File: config.mk
export PLATFORM = sky130hd
export DESIGN_NAME = rf_write_arbiter_flat
export DESIGN_NICKNAME = d
export VERILOG_FILES = /design/src/rtl/riscv_pkg.sv /design/src/rtl/rf_write_arbiter_if.sv /design/src/rtl/rf_write_arbiter_hold.sv /design/src/rtl/rf_write_arbiter.sv /design/src/flat_wrapper.sv
export SDC_FILE = /design/constraint.sdc
export NUM_CORES = 1
export LEC_CHECK = 0
export CORE_MARGIN = 3
export CORE_UTILIZATION = 40
export DETAILED_ROUTE_END_ITERATION = 10
export PLACE_DENSITY = 0.79
export SLEW_MARGIN = 30
export SYNTH_ARGS = -nofsm -noshare
export SYNTH_HDL_FRONTEND = slang
export SYNTH_SLANG_ARGS = --single-unit
export TNS_END_PERCENT = 30
File: constraint.sdc
create_clock -name clk -period 4.78 [get_ports clk]
set_input_delay 1.195 -clock clk [delete_from_list [all_inputs] [get_ports clk]]
set_output_delay 1.195 -clock clk [all_outputs]
set_load 0.01 [all_outputs]
File: src/rtl/riscv_pkg.sv
// rtl/riscv_pkg.sv - shared register-file write bus types and widths
package riscv_pkg;

  localparam int XLEN       = 32;
  localparam int REG_ADDR_W = 5;

  // Common shape of the writeback, MDU-result and regfile write buses
  typedef struct packed {
    logic                  we;
    logic [REG_ADDR_W-1:0] rd;
    logic [XLEN-1:0]       data;
  } rf_wr_t;

endpackage

File: src/rtl/rf_write_arbiter_if.sv
// rtl/rf_write_arbiter_if.sv - writeback, MDU and regfile write-port bundle
interface rf_write_arbiter_if #(
  parameter int XLEN = riscv_pkg::XLEN
) ();
  import riscv_pkg::*;

  logic                  wb_we_i;
  logic [REG_ADDR_W-1:0] wb_sel_rd_i;
  logic [XLEN-1:0]       wb_data_i;
  logic                  issue_i;
  logic [REG_ADDR_W-1:0] issue_rd_i;
  logic                  mdu_valid_i;
  logic [REG_ADDR_W-1:0] mdu_rd_i;
  logic [XLEN-1:0]       mdu_data_i;
  logic                  mdu_ready_o;
  logic                  rf_we_o;
  logic [REG_ADDR_W-1:0] rf_sel_rd_o;
  logic [XLEN-1:0]       rf_data_o;
  logic [31:0]           busy_o;
  logic                  stall_o;

  modport master (
    output wb_we_i, wb_sel_rd_i, wb_data_i,
    output issue_i, issue_rd_i,
    output mdu_valid_i, mdu_rd_i, mdu_data_i,
    input  mdu_ready_o, rf_we_o, rf_sel_rd_o, rf_data_o, busy_o, stall_o
  );

  modport slave (
    input  wb_we_i, wb_sel_rd_i, wb_data_i,
    input  issue_i, issue_rd_i,
    input  mdu_valid_i, mdu_rd_i, mdu_data_i,
    output mdu_ready_o, rf_we_o, rf_sel_rd_o, rf_data_o, busy_o, stall_o
  );

endinterface

File: src/rtl/rf_write_arbiter_hold.sv
// rtl/rf_write_arbiter_hold.sv - one-entry valid/ready holding register for MDU results
module rf_wr_hold
  import riscv_pkg::*;
(
  input  logic                  clk,
  input  logic                  rst_n,
  input  rf_wr_t                in_i,
  output logic                  in_ready_o,
  input  logic                  drain_i,
  output logic                  valid_o,
  output logic [REG_ADDR_W-1:0] rd_o,
  output logic [XLEN-1:0]       data_o
);

  logic                  valid_q, valid_d;
  logic [REG_ADDR_W-1:0] rd_q, rd_d;
  logic [XLEN-1:0]       data_q, data_d;

  // Ready is taken from the flop, so a slot drained this edge refills one edge later
  always_comb begin
    valid_d = valid_q;
    rd_d    = rd_q;
    data_d  = data_q;
    if (valid_q) begin
      if (drain_i) valid_d = 1'b0;
    end else if (in_i.we) begin
      valid_d = 1'b1;
      rd_d    = in_i.rd;
      data_d  = in_i.data;
    end
  end

  always_ff @(posedge clk or negedge rst_n) begin
    if (!rst_n) begin
      valid_q <= 1'b0;
      rd_q    <= '0;
      data_q  <= '0;
    end else begin
      valid_q <= valid_d;
      rd_q    <= rd_d;
      data_q  <= data_d;
    end
  end

  assign in_ready_o = !valid_q;
  assign valid_o    = valid_q;
  assign rd_o       = rd_q;
  assign data_o     = data_q;

endmodule

File: src/rtl/rf_write_arbiter.sv
// rtl/rf_write_arbiter.sv - regfile write-port arbiter: writeback first, MDU drains on idle cycles
module rf_write_arbiter #(
  parameter int XLEN         = riscv_pkg::XLEN,
  parameter int STARVE_LIMIT = 4
) (
  input  logic          clk,
  input  logic          rst_n,
  rf_write_arbiter_if.slave bus
);
  import riscv_pkg::*;

  localparam int CNT_W = 4;
  localparam logic [CNT_W-1:0] LIMIT = CNT_W'(STARVE_LIMIT);

  rf_wr_t                mdu_in;
  logic                  hold_valid;
  logic                  hold_drain;
  logic [REG_ADDR_W-1:0] hold_rd;
  logic [XLEN-1:0]       hold_data;

  rf_wr_t                rf_d, rf_q;
  logic [CNT_W-1:0]      starve_d, starve_q;
  logic                  stall_d, stall_q;
  logic [31:0]           busy_d, busy_q;

  assign mdu_in = '{we: bus.mdu_valid_i, rd: bus.mdu_rd_i, data: bus.mdu_data_i};

  rf_wr_hold u_hold (
    .clk        (clk),
    .rst_n      (rst_n),
    .in_i       (mdu_in),
    .in_ready_o (bus.mdu_ready_o),
    .drain_i    (hold_drain),
    .valid_o    (hold_valid),
    .rd_o       (hold_rd),
    .data_o     (hold_data)
  );

  // Writes to x0 are squashed to an all-zero bus, but a held x0 result still drains
  always_comb begin
    hold_drain = hold_valid && !bus.wb_we_i;
    rf_d       = '0;
    if (bus.wb_we_i) begin
      if (bus.wb_sel_rd_i != '0)
        rf_d = '{we: 1'b1, rd: bus.wb_sel_rd_i, data: bus.wb_data_i};
    end else if (hold_valid && hold_rd != '0) begin
      rf_d = '{we: 1'b1, rd: hold_rd, data: hold_data};
    end
  end

  always_comb begin
    starve_d = starve_q;
    if (hold_drain)
      starve_d = '0;
    else if (hold_valid && bus.wb_we_i && starve_q != LIMIT)
      starve_d = starve_q + 1'b1;
    // Stays high while saturated, so a missed bubble re-requests next cycle
    stall_d = (starve_d == LIMIT);
  end

  always_comb begin
    busy_d = busy_q;
    if (hold_drain) busy_d[hold_rd] = 1'b0;
    if (bus.issue_i) busy_d[bus.issue_rd_i] = 1'b1;
    busy_d[0] = 1'b0;
  end

  always_ff @(posedge clk or negedge rst_n) begin
    if (!rst_n) begin
      rf_q     <= '0;
      starve_q <= '0;
      stall_q  <= 1'b0;
      busy_q   <= '0;
    end else begin
      rf_q     <= rf_d;
      starve_q <= starve_d;
      stall_q  <= stall_d;
      busy_q   <= busy_d;
    end
  end

  assign bus.rf_we_o     = rf_q.we;
  assign bus.rf_sel_rd_o = rf_q.rd;
  assign bus.rf_data_o   = rf_q.data;
  assign bus.busy_o      = busy_q;
  assign bus.stall_o     = stall_q;

endmodule
File: src/flat_wrapper.sv
// flat-port wrapper written by rule: the top's interface ports become plain ports
module rf_write_arbiter_flat import riscv_pkg::*;
#(
  parameter int XLEN         = riscv_pkg::XLEN,
  parameter int STARVE_LIMIT = 4
)
  (clk, rst_n, bus_wb_we_i, bus_wb_sel_rd_i, bus_wb_data_i, bus_issue_i, bus_issue_rd_i, bus_mdu_valid_i, bus_mdu_rd_i, bus_mdu_data_i, bus_mdu_ready_o, bus_rf_we_o, bus_rf_sel_rd_o, bus_rf_data_o, bus_busy_o, bus_stall_o);
  rf_write_arbiter_if #(.XLEN(XLEN)) bus_i ();
  input  logic clk;
  input  logic rst_n;
  input wire logic [$bits(bus_i.wb_we_i)-1:0] bus_wb_we_i;
  input wire logic [$bits(bus_i.wb_sel_rd_i)-1:0] bus_wb_sel_rd_i;
  input wire logic [$bits(bus_i.wb_data_i)-1:0] bus_wb_data_i;
  input wire logic [$bits(bus_i.issue_i)-1:0] bus_issue_i;
  input wire logic [$bits(bus_i.issue_rd_i)-1:0] bus_issue_rd_i;
  input wire logic [$bits(bus_i.mdu_valid_i)-1:0] bus_mdu_valid_i;
  input wire logic [$bits(bus_i.mdu_rd_i)-1:0] bus_mdu_rd_i;
  input wire logic [$bits(bus_i.mdu_data_i)-1:0] bus_mdu_data_i;
  output wire logic [$bits(bus_i.mdu_ready_o)-1:0] bus_mdu_ready_o;
  output wire logic [$bits(bus_i.rf_we_o)-1:0] bus_rf_we_o;
  output wire logic [$bits(bus_i.rf_sel_rd_o)-1:0] bus_rf_sel_rd_o;
  output wire logic [$bits(bus_i.rf_data_o)-1:0] bus_rf_data_o;
  output wire logic [$bits(bus_i.busy_o)-1:0] bus_busy_o;
  output wire logic [$bits(bus_i.stall_o)-1:0] bus_stall_o;
  assign bus_i.wb_we_i = bus_wb_we_i;
  assign bus_i.wb_sel_rd_i = bus_wb_sel_rd_i;
  assign bus_i.wb_data_i = bus_wb_data_i;
  assign bus_i.issue_i = bus_issue_i;
  assign bus_i.issue_rd_i = bus_issue_rd_i;
  assign bus_i.mdu_valid_i = bus_mdu_valid_i;
  assign bus_i.mdu_rd_i = bus_mdu_rd_i;
  assign bus_i.mdu_data_i = bus_mdu_data_i;
  assign bus_mdu_ready_o = bus_i.mdu_ready_o;
  assign bus_rf_we_o = bus_i.rf_we_o;
  assign bus_rf_sel_rd_o = bus_i.rf_sel_rd_o;
  assign bus_rf_data_o = bus_i.rf_data_o;
  assign bus_busy_o = bus_i.busy_o;
  assign bus_stall_o = bus_i.stall_o;
  rf_write_arbiter #(.XLEN(XLEN), .STARVE_LIMIT(STARVE_LIMIT)) u_core (.clk(clk), .rst_n(rst_n), .bus(bus_i));
endmodule
==> results.tsv <==
metric	value	unit
status	finished clean	
fin_cells	616	
nFillCells	846	
muxShareOfSynthArea	9.85	%
vdd_drop_max	0.000182	V
async_flop_share	100	%
cp.arrival	3.29	ns
hold_buffers	0	
synth-main-ff-cell	dfrtp_1	
area_growth	43.1	%
num_rows	37	
htreeDepth	3	
finalWirelength	11.0	mm
avgRoutedWirePerCell	17.9	µm
final_nets	561	
insertion_delay	0.37	ns
hpwl	8.09	mm
grt_overflow	0	
crit_type	in2reg	
core_region_area	0.0105	mm²
synth_edf_count	0	
hold_viol_final	0	
synth-compound-area-share	16.1	%
cap_viol_max_count	0	
max_slew_margin	48.0	%
grt_setup_unrepaired	no	
cts_buffer_depth	2	
gp_congestion	0.843	
cts-resized-gates	0	
powerDensity	430	mW/mm²
startpoint_type	input pin	
avgSynthCellArea	13.5	µm²
cts_tree	built	
drive_above_1_share	14.0	%
cp-end-kind	flop	
antenna_found_initial	0	
syn-instance-count	323	
synth_top_family_by_area	compound AO/OA/AOI/OAI gates	
start_util	41.5	%
p_leak	2.57	nW
ys_ff_latch	112	
min_period_over_period	63.6	%
dpl.cell_count	600	
die_h	110	µm
synthSimpleGateAreaFrac	6.10	%
ys_types	31	
port_buffers	154	
yosys.area_share.adder	0.576	%
ys_warn_count	0	
grt_pass1_wl	17.2	mm
synth_largest_area_cell	dfrtp_1	
synth_top_cell_area_share	64.5	%
grt_max_degree	57	
finClkSkew	0.0167	ns
drtIter0Drc	147	
cts_buffers	9	
cp_max_fo	12	
synth_fp_nets	409	
clk_pin_slew	0.13	ns
clock.fmax	329	MHz
root_buffer	clkbuf_8	
ant_nets	0	
clock_sinks	112	
grt_usage	18.4	%
cts_setup_buffers	0	
utilization	59.4	%
dr.pass1.iters	5	
netlist_area	0.00435	mm²
fin_crit	3.04	ns
die_area	0.0122	mm²
synthXorXnorAreaFrac	0	%
setup_viol	0	
viasPerCell	5.30	
setup_tns	0	ns
drv_slew	0	
vias	3264	
holdWs	0.504	ns
grt_pass1_vias	3434	
tightest_slew	0.778	ns
io_pins	156	
synthTopCellsByArea	dfrtp_1 (64%), mux2_2 (9.8%), a22o_1 (7.7%)	
drc	0	
num_antenna_cells	0	
hold_path.class	reg2reg	
crit_required	5.03	ns
total_power	2.67	mW
yosysSeqAreaShare	64.5	%
die_x	110	µm
worst max-delay path, cell delays in order:
cell and delay (ns):
clkdlybuf4s50_1 0.56, nor2b_1 0.68, nand3b_1 0.46, o21ai_0 0.28
o21ai_0 0.12
placed cells by master (no fill, tap or decap), types with 2 or more instances in the layout:
| master | instances |
|---|---|
| nand3_1 | 6 |
| clkdlybuf4s50_1 | 153 |
| inv_1 | 4 |
| dfrtp_1 | 112 |
| buf_4 | 4 |
| inv_8 | 3 |
| a22o_1 | 38 |
| or4_1 | 2 |
| nand2_1 | 6 |
| ha_1 | 2 |
| nand3b_1 | 11 |
| nor2_1 | 3 |
| clkbuf_8 | 9 |
| or3b_2 | 5 |
| mux2_2 | 38 |
| o21ai_0 | 63 |
| clkinvlp_4 | 2 |
area by class of cell:
type | instances | area, µm² | area share, %
clock buffer | 9 | 124 | 1.99
clock inverter | 7 | 87.6 | 1.41
inverter | 4 | 15.0 | 0.241
multi-input combinational | 190 | 1430 | 23.0
sequential | 112 | 2800 | 45.1
tap | 136 | 170 | 2.74
timing repair buffer | 158 | 1590 | 25.6
kinds of logic (layout without fill, tap and decap cells):
kind of cell             after synthesis  count (layout)
buffers and inverters                 21             178
AO/OA/AOI/OAI                        107             107
flip-flops                           112             112
other                                  1               1
adder cells (fa/ha/maj)                2               2
AND/OR/NAND/NOR                       42              42
multiplexers                          38              38
metrics by stage:
| stage | cell area, µm² | worst slack (ns) |
|---|---|---|
| 5_1_grt | 6220 | 1.56 |
| 3_5_place_dp | 6010 | 1.40 |
| 4_1_cts | 6220 | 1.81 |
| 6_report | 6220 | 1.74 |
| 3_3_place_gp | 5980 | 1.54 |
| 2_1_floorplan | 4350 | 2.36 |
power breakdown:
group          internal [mW]  leakage (nW)  switching, mW
registers               1.17          1.35          0.146
clock network          0.255         0.101          0.335
logic                  0.458          1.12          0.315
total                   1.88          2.57          0.796
state kept, by name, indices dropped and copies added, names as in the netlist:
name	cells
u_core.bus.rf_we_o	1
u_core.bus.busy_o	31
u_core.u_hold.valid_o	1
u_core.u_hold.rd_o	5
u_core.u_hold.data_o	32
u_core.starve_q	4
u_core.bus.rf_data_o	32
u_core.bus.stall_o	1
u_core.bus.rf_sel_rd_o	5
final timing paths:
check,start,endpoint,slack (ns),cells past startpoint
worst max-delay path,bus_wb_we_i,u_core.bus.busy_o[14],1.74,5
worst min-delay path,u_core.u_hold.data_o[5],u_core.bus.rf_data_o[5],0.50,1
worst max register to register,u_core.u_hold.valid_o,u_core.bus.busy_o[14],2.52,4
worst min register to register,u_core.u_hold.data_o[5],u_core.bus.rf_data_o[5],0.50,1
max in group asynchronous,rst_n,u_core.bus.rf_data_o[30],3.06,2
min in group asynchronous,rst_n,u_core.bus.rf_data_o[7],0.73,1
per-layer routing:
layer	global-route usage (%)	vias up	routed length, µm
met5	0	-	0
met4	8.36	0	276
met3	4.89	21	853
met2	31.1	137	5740
met1	22.1	1618	4170
li1	-	1488	-
synthesized netlist by cell type, drive strengths merged, types with 2 or more instances:
cell type  instances
a22o              38
buf               11
clkbuf             6
dfrtp            112
ha                 2
inv                4
mux2              38
nand2              6
nand3              6
nand3b            11
nor2               3
nor2b              2
o21ai             63
or3                2
or3b               5
or4                2
No activity file was read; power rests on OpenSTA's default activity.
